## src/rtl/apb_share_arbiter.sv

```systemverilog
// apb_share_arbiter
//   Shares one APB segment between two masters (m0 = CPU side, m1 = DMA/debug).
//   Each master holds req with stable addr/write/wdata until its one-cycle done
//   pulse. Contested requests are granted round-robin. The block runs a
//   two-phase APB transfer with slave wait states and aborts a transfer that
//   waits TIMEOUT ACCESS cycles without pready (TIMEOUT = 0 disables this).
//
// Ports
//   apb_pclk, apb_prstn         clock, async active-low reset
//   mN_req/addr/write/wdata     requester N transfer request (N = 0, 1)
//   mN_gnt                      high from SETUP through RECOVER for the winner
//   mN_done/err                 completion pulse and error flag (pslverr or timeout)
//   mN_rdata                    read data, updated only on read completions
//   apb_*                       APB master side
//   timeout_evt                 one-cycle pulse when a transfer is aborted
//
// Every output is a flop; next values are computed in one combinational block.

module apb_share_arbiter #(
    parameter int ADDR_W  = 32,
    parameter int DATA_W  = 32,
    parameter int TIMEOUT = 255,
    parameter int CNT_W   = 8
) (
    input  logic              apb_pclk,
    input  logic              apb_prstn,
    input  logic              m0_req,
    input  logic [ADDR_W-1:0] m0_addr,
    input  logic              m0_write,
    input  logic [DATA_W-1:0] m0_wdata,
    output logic              m0_gnt,
    output logic              m0_done,
    output logic              m0_err,
    output logic [DATA_W-1:0] m0_rdata,
    input  logic              m1_req,
    input  logic [ADDR_W-1:0] m1_addr,
    input  logic              m1_write,
    input  logic [DATA_W-1:0] m1_wdata,
    output logic              m1_gnt,
    output logic              m1_done,
    output logic              m1_err,
    output logic [DATA_W-1:0] m1_rdata,
    output logic              apb_psel,
    output logic              apb_penable,
    output logic              apb_pwrite,
    output logic [ADDR_W-1:0] apb_paddr,
    output logic [DATA_W-1:0] apb_pwdata,
    input  logic [DATA_W-1:0] apb_prdata,
    input  logic              apb_pready,
    input  logic              apb_pslverr,
    output logic              timeout_evt
);

    typedef enum logic [1:0] {IDLE, SETUP, ACCESS, RECOVER} state_t;

    // Count value seen in the last ACCESS cycle allowed before the abort.
    localparam logic [CNT_W-1:0] TO_LAST = CNT_W'(TIMEOUT == 0 ? 0 : TIMEOUT - 1);

    logic [1:0]              req;
    logic [1:0][ADDR_W-1:0]  m_addr;
    logic [1:0]              m_write;
    logic [1:0][DATA_W-1:0]  m_wdata;
    logic                    pick;

    state_t                  state, state_nxt;
    logic                    last, last_nxt;
    logic                    win, win_nxt;
    logic [CNT_W-1:0]        cnt, cnt_nxt;
    logic                    psel_q, psel_nxt;
    logic                    pen_q, pen_nxt;
    logic                    pwrite_q, pwrite_nxt;
    logic [ADDR_W-1:0]       paddr_q, paddr_nxt;
    logic [DATA_W-1:0]       pwdata_q, pwdata_nxt;
    logic [1:0]              gnt_q, gnt_nxt;
    logic [1:0]              done_q, done_nxt;
    logic [1:0]              err_q, err_nxt;
    logic [1:0][DATA_W-1:0]  rdata_q, rdata_nxt;
    logic                    tmo_q, tmo_nxt;
    logic                    fin, fin_err, fin_tmo;
    logic                    tmo_hit;

    assign req     = {m1_req, m0_req};
    assign m_addr  = {m1_addr, m0_addr};
    assign m_write = {m1_write, m0_write};
    assign m_wdata = {m1_wdata, m0_wdata};

    // Lone requester wins outright; a contest goes to the one not served last.
    assign pick    = (req[0] & req[1]) ? ~last : req[1];
    assign tmo_hit = (TIMEOUT != 0) && (cnt == TO_LAST);

    always_comb begin
        state_nxt  = state;
        last_nxt   = last;
        win_nxt    = win;
        cnt_nxt    = cnt;
        psel_nxt   = psel_q;
        pen_nxt    = pen_q;
        pwrite_nxt = pwrite_q;
        paddr_nxt  = paddr_q;
        pwdata_nxt = pwdata_q;
        gnt_nxt    = gnt_q;
        done_nxt   = '0;
        err_nxt    = err_q;
        rdata_nxt  = rdata_q;
        tmo_nxt    = 1'b0;
        fin        = 1'b0;
        fin_err    = 1'b0;
        fin_tmo    = 1'b0;

        case (state)
            IDLE: begin
                if (|req) begin
                    win_nxt      = pick;
                    last_nxt     = pick;
                    paddr_nxt    = m_addr[pick];
                    pwrite_nxt   = m_write[pick];
                    pwdata_nxt   = m_wdata[pick];
                    psel_nxt     = 1'b1;
                    pen_nxt      = 1'b0;
                    gnt_nxt      = '0;
                    gnt_nxt[pick] = 1'b1;
                    cnt_nxt      = '0;
                    state_nxt    = SETUP;
                end
            end
            SETUP: begin
                pen_nxt   = 1'b1;
                state_nxt = ACCESS;
            end
            ACCESS: begin
                // pready on the final allowed cycle still counts as a normal finish.
                if (apb_pready) begin
                    fin     = 1'b1;
                    fin_err = apb_pslverr;
                end else if (tmo_hit) begin
                    fin     = 1'b1;
                    fin_err = 1'b1;
                    fin_tmo = 1'b1;
                end else begin
                    cnt_nxt = cnt + 1'b1;
                end
            end
            RECOVER: begin
                gnt_nxt   = '0;
                err_nxt   = '0;
                state_nxt = IDLE;
            end
            default: state_nxt = IDLE;
        endcase

        if (fin) begin
            state_nxt     = RECOVER;
            psel_nxt      = 1'b0;
            pen_nxt       = 1'b0;
            done_nxt[win] = 1'b1;
            err_nxt[win]  = fin_err;
            tmo_nxt       = fin_tmo;
            // Writes never disturb the requester's held read data.
            if (!pwrite_q)
                rdata_nxt[win] = fin_err ? '0 : apb_prdata;
        end
    end

    always_ff @(posedge apb_pclk or negedge apb_prstn) begin
        if (!apb_prstn) begin
            state    <= IDLE;
            last     <= 1'b1;
            win      <= 1'b0;
            cnt      <= '0;
            psel_q   <= 1'b0;
            pen_q    <= 1'b0;
            pwrite_q <= 1'b0;
            paddr_q  <= '0;
            pwdata_q <= '0;
            gnt_q    <= '0;
            done_q   <= '0;
            err_q    <= '0;
            rdata_q  <= '0;
            tmo_q    <= 1'b0;
        end else begin
            state    <= state_nxt;
            last     <= last_nxt;
            win      <= win_nxt;
            cnt      <= cnt_nxt;
            psel_q   <= psel_nxt;
            pen_q    <= pen_nxt;
            pwrite_q <= pwrite_nxt;
            paddr_q  <= paddr_nxt;
            pwdata_q <= pwdata_nxt;
            gnt_q    <= gnt_nxt;
            done_q   <= done_nxt;
            err_q    <= err_nxt;
            rdata_q  <= rdata_nxt;
            tmo_q    <= tmo_nxt;
        end
    end

    assign apb_psel    = psel_q;
    assign apb_penable = pen_q;
    assign apb_pwrite  = pwrite_q;
    assign apb_paddr   = paddr_q;
    assign apb_pwdata  = pwdata_q;
    assign timeout_evt = tmo_q;
    assign m0_gnt      = gnt_q[0];
    assign m1_gnt      = gnt_q[1];
    assign m0_done     = done_q[0];
    assign m1_done     = done_q[1];
    assign m0_err      = err_q[0];
    assign m1_err      = err_q[1];
    assign m0_rdata    = rdata_q[0];
    assign m1_rdata    = rdata_q[1];

endmodule

```

## config.mk

```make
export PLATFORM = sky130hd
export DESIGN_NAME = apb_share_arbiter
export DESIGN_NICKNAME = d
export VERILOG_FILES = /design/src/rtl/apb_share_arbiter.sv
export SDC_FILE = /design/constraint.sdc
export NUM_CORES = 1
export LEC_CHECK = 0
export ABC_AREA = 1
export BUFFER_PORTS_ARGS = -buffer_cell sky130_fd_sc_hd__buf_2
export CORE_UTILIZATION = 44
export CTS_BUF_LIST = sky130_fd_sc_hd__clkbuf_4
export CTS_CLUSTER_SIZE = 14
export DETAILED_ROUTE_END_ITERATION = 10
export PLACE_DENSITY_LB_ADDON = 0.25
export SLEW_MARGIN = 20
export SYNTH_ARGS = -nofsm -noshare
export SYNTH_HDL_FRONTEND = slang
export SYNTH_SLANG_ARGS = --single-unit
```

## constraint.sdc

```tcl
create_clock -name apb_pclk -period 1.8 [get_ports apb_pclk]
set_clock_uncertainty 0.2 [all_clocks]
set_input_delay 0.36 -clock apb_pclk [delete_from_list [all_inputs] [get_ports apb_pclk]]
set_output_delay 0.36 -clock apb_pclk [all_outputs]
set_load 0.02 [all_outputs]
```

[Word-level counts from Yosys, hierarchy flattened]
Cells that the tools add are included.
Storage, ports and cells
  flip-flop bits (word level): 150
  bits of input ports: 168
  output and inout bits: 138
  word-level logic and storage cells: 90
Cells by class
  add/sub/neg operators: 1
  $lt $le $gt $ge: 4
  eq/ne operators: 8
  mux-type cells: 42
  bitwise logic cells: 3
  reductions and logical operators: 17
Operator list (number)
  $mux 32: 6
  $bwmux 64: 1
  $demux 32 s1: 1
  $mux 8: 3
  $mux 1: 18
  $pmux 8 s2: 1
  $mux 2: 6
  $reduce_and 2->1: 6
  $add 8x1->8 const B: 1
  $eq 8x8->1 const B: 1
  $reduce_bool 2->1: 4
  $ne 2x2->1 const B: 3
  $pmux 2 s3: 1
  $eq 2x2->1 const B: 2
  $lt 1x2->1 const B: 2
  $pmux 2 s2: 1
  $reduce_and 4->1: 1
  $reduce_bool 4->1: 1
  $ne 3x3->1 const B: 1
  $reduce_bool 3->1: 1
  $bwmux 2: 1
  $demux 1 s1: 2
  $eq 2x1->1 const B: 1
  $ge 1x1->1 const B: 2
  other kinds (6): 8

[Longest topological paths before layout]
  depth after elaboration: 8
  gate-level depth with buffers: 11
  mapped depth without buffers: 9

[Worst setup path before layout]
No wires, ideal clock.
  kind: reg-to-reg
  start point: reg state[0]
  end point: reg rdata_q, in the netlist m0_rdata[22]
  library setup time: 0.118 ns
  data arrival time: 1.601 ns
  data required time: 1.482 ns
  slack: -0.119 ns
  stages on the path, launching flop included: 12
  buffers on the path: 2
  clock period less this slack: 1.919 ns
  path through: dfrtp_1 inv_1 ha_1 buf_4 nand2_1 nor2_1 nand2_4 nand2_4 nand3_4 buf_4 nand2_1 o21ai_2
On the way
  longest elaborated chain between the ends: 4
  elaborated cells on any way between the ends: 6
  classes of those cells: eq/ne: 1; mux: 4; reduce/logical: 1
Ends and longest elaborated chain
  start, declared: RTL line 65  | state_t state, state_nxt;
  start signal, assigned: RTL line 181  | state <= state_nxt;
  $eq 2x2->1 (*): RTL line 110  | case (state)
  $mux 1: RTL line 110
  $mux 32: RTL line 160  | rdata_nxt[win] = fin_err ? '0 : apb_prdata;
  $bwmux 64: RTL line 160
  end signal, assigned: RTL line 193  | rdata_q <= rdata_nxt;
  end, declared: RTL line 77  | logic [1:0][DATA_W-1:0] rdata_q, rdata_nxt;
Mark *: on every way between the ends. The rest lies on a longest branch, timed or not.
A chain may end at the register's enable or synchronous reset.

[Worst setup path in the final report]
  start point: reg state[0]
  end point: reg rdata_q, in the netlist m0_rdata[19]
The elaborated chain is that of the path after synthesis.

==> results.cfg <==
[run_status]
outcome = complete, but fails checks
violations = negative setup slack

[routing]
drc = 0
drt-initial-drc-count = 592
dr.pass1.iters = 6
via_per_inst = 5.30
antenna_left = 0
wirelength_mm = 25.9
post_drt_wl_per_cell_um = 18.1
vias = 7596

[timing]
report.final.slew_viol_count = 0
layout_worst_path_cycle_share_pct = 103
max_clock_freq_mhz = 538
hold_viol = 0
worstMarginPinSlew_ns = 0.488
slew_headroom_pct = 67.4
period_minus_slack_ns = 1.86
rsz0062_at_grt = true
tns_ns = -0.530
finalWorstSetupSlack_ns = -0.0583
setup_violations = 36

[setup_path]
timing.rr.start = state[0]
rrSetupSlack_ns = -0.06
arrival_ns = 2.11
critPathLaunchType = register
worstPathRequired_ns = 2.06
crit_type = register to register
critical_path.slowest_cell = dfrtp_1
worst-r2r-cell-count = 10
cp_max_fo = 16
crit_path_cell_trace = inv_2, ha_4, nand2_4, nor2_4, nand2_4, nand2_8, nand3_4, buf_8, nand2_1, o21ai_1
cp-end-kind = register
crit_top_cell = nand2_4
slowest_delay_ns = 0.41
r2r-end = m0_rdata[19]

[placed_design]
place_ws_ns = -0.0733
placed_cells = 1211
dpl.hpwl_mm = 13.3
numPortBuffers = 305
gp_congestion = 0.798

[floorplanning]
ioPinCount = 306
core_mm2 = 0.0145
dieWidth_um = 123
rows = 44
initial_core_util_pct = 44.8
fp.dieH_um = 123
dieArea_mm2 = 0.0152

[synth]
netlist_instances = 735
syn_area_mm2 = 0.00649
ys_ff_latch = 150
synth_top_area_share_pct = 57.5
ys_types = 26
yosys_warnings = 0
yosysTopAreaCell = dfrtp_1
syn_area_per_cell_um2 = 8.83
syn_nets = 909
ys_seq_area_share_pct = 57.9
synth_area_leaders = dfrtp_1 (57%), nand2_1 (13%), o21ai_0 (9.7%)

[power]
leakage_nw = 5.57
clockPowerShare_pct = 12.2
vdd_ir_drop_max_uv = 855
power_mw = 16.6
seqPwrFrac_pct = 35.2
internal_power_mw = 8.82
power.share.combinational_pct = 52.6
switching_share_pct = 47.0
power_switching_mw = 7.83
powerDensity_mw_per_mm2 = 1540

[worst_hold_path]
hold_depth = 4
min_to = apb_penable
hold_path_class = input pin to register
min_from = m1_req

[cts]
cts_tree = yes
clk-insertion-delay-late_ns = 0.55
ctsLongestPathBuffers = 2
root_buffer = clkbuf_4
cts.clk_slew.worst_paths_ns = 0.16
clkSinkCount = 150
htree_levels = 4
cts_inserted_buffers = 17

[layout]
synthToLayoutAreaGrowth_pct = 67.1
layout_common_cells = buf_2 (303), nand2_1 (194), dlygate4sd3_1 (165)
layout_commonest_cell = buf_2
n_antenna_cell = 0
fin_util_pct = 74.9
nNetsFinal = 1409
drive_above_1_share_pct = 36.7
final_cells = 1432

[grt]
grt_max_degree = 65
grt_use_total_pct = 31.6
antenna_found_initial = 0
grt_pass1_wl_mm = 36.5
globalRouteOverflowTotal = 0
grt_pass1_vias = 7402

[run]
maxCapViolations = 0
## power groups by stage
stage          sequential [mW]  clock (mW)  combinational (mW)
3_3_place_gp              5.72           0                7.23
3_5_place_dp              5.74           0                7.35
5_1_grt                   6.02        2.22                9.48
6_report                  5.85        2.03                8.76
2_1_floorplan             7.56           0                2.68
4_1_cts                   5.71        2.07                7.98
## worst max-delay path, delay by kind of cell, from the launching register on
kind	cells	cell delay (ns)
compound gates	1	0.09
simple gates	6	0.58
flops	1	0.41
buf+inv	2	0.32
fa+ha+maj	1	0.15
## layer usage
metal | share of wire (%) | global-route usage (%) | up-vias | routed length (µm)
met5 | 0 | 0 | - | 0
met2 | 50 | 53.6 | 506 | 12800
met1 | 37 | 36.3 | 3553 | 9550
li1 | - | - | 3436 | -
met4 | 3.9 | 15.7 | 0 | 1020
met3 | 9.4 | 8.99 | 101 | 2440
## flip-flops by register name, summed over array words and instances, names as in the netlist
register / cells
apb_pwdata: 32
m0_rdata: 32
last: 1
err_q: 2
cnt: 8
gnt_q: 2
state: 2
m1_rdata: 32
apb_penable: 1
apb_psel: 1
win: 1
apb_paddr: 32
done_q: 2
apb_pwrite: 1
timeout_evt: 1
## logic make-up (layout without fill, tap and decap cells)
family,after synthesis,after routing,share of synthesized area (%)
AND/OR/NAND/NOR,319,321,20.2
AO/OA/AOI/OAI,194,194,15.5
flip-flops,150,150,57.9
buffers and inverters,65,576,5.15
adder cells (fa/ha/maj),6,6,1.16
XOR/XNOR,1,1,0.135
## final cells by class
| class | instances | area, µm² |
|---|---|---|
| fillers | 952 | 3640 |
| clock buffers | 17 | 128 |
| flip-flops and latches | 150 | 3750 |
| repair buffers | 521 | 3880 |
| inverters | 23 | 86.3 |
| clock inverters | 15 | 136 |
| well taps | 184 | 230 |
| multi-input cells | 522 | 2620 |
## synth_stat cells
library cell  number
buf_4              2
nand2_1          218
nor2_2             1
inv_1             23
nand3_4            2
o2111ai_1          1
dfstp_2            1
clkbuf_1          19
a21oi_1            1
nor2_1            64
ha_1               6
nand3_1           21
buf_6              9
o21ai_0          126
buf_2             12
nand4_1            4
dfrtp_1          149
nand3b_1           1
o22ai_1            2
nor2_4             2
o21ai_1           56
or2_2              2
nand2_2            2
o21ai_2            8
nand2_4            2
xor2_1             1
## through the flow
step | hold WS (ns) | instance area [µm²]
after floorplan | -0.136 | 6550
after global placement | 0.111 | 8390
after detailed placement | 0.115 | 8390
after CTS | 0.00349 | 10600
after global routing | 0.0431 | 10800
final | 0.0584 | 10800
## what timing repair did
item	in CTS	in global routing
setup endpoints to repair	80	139
gates cloned	4	9
hold buffers	165	0
resized for setup	11	98
hold endpoints to repair	281	0
buffers inserted	10	3
pin swaps	2	17
## worst max-delay path by stage
stage | slack, ns | start | endpoint | depth (start not counted)
2_1_floorplan | -0.03 | state[0] | m0_rdata[0] | 11
3_3_place_gp | -0.03 | state[0] | m1_rdata[3] | 9
3_5_place_dp | -0.07 | state[0] | m1_rdata[24] | 9
4_1_cts | 0.0005 | state[0] | m0_rdata[23] | 10
5_1_grt | -0.22 | state[0] | m0_rdata[19] | 9
6_report | -0.06 | state[0] | m0_rdata[19] | 10
(Power assumes the default switching activity.)
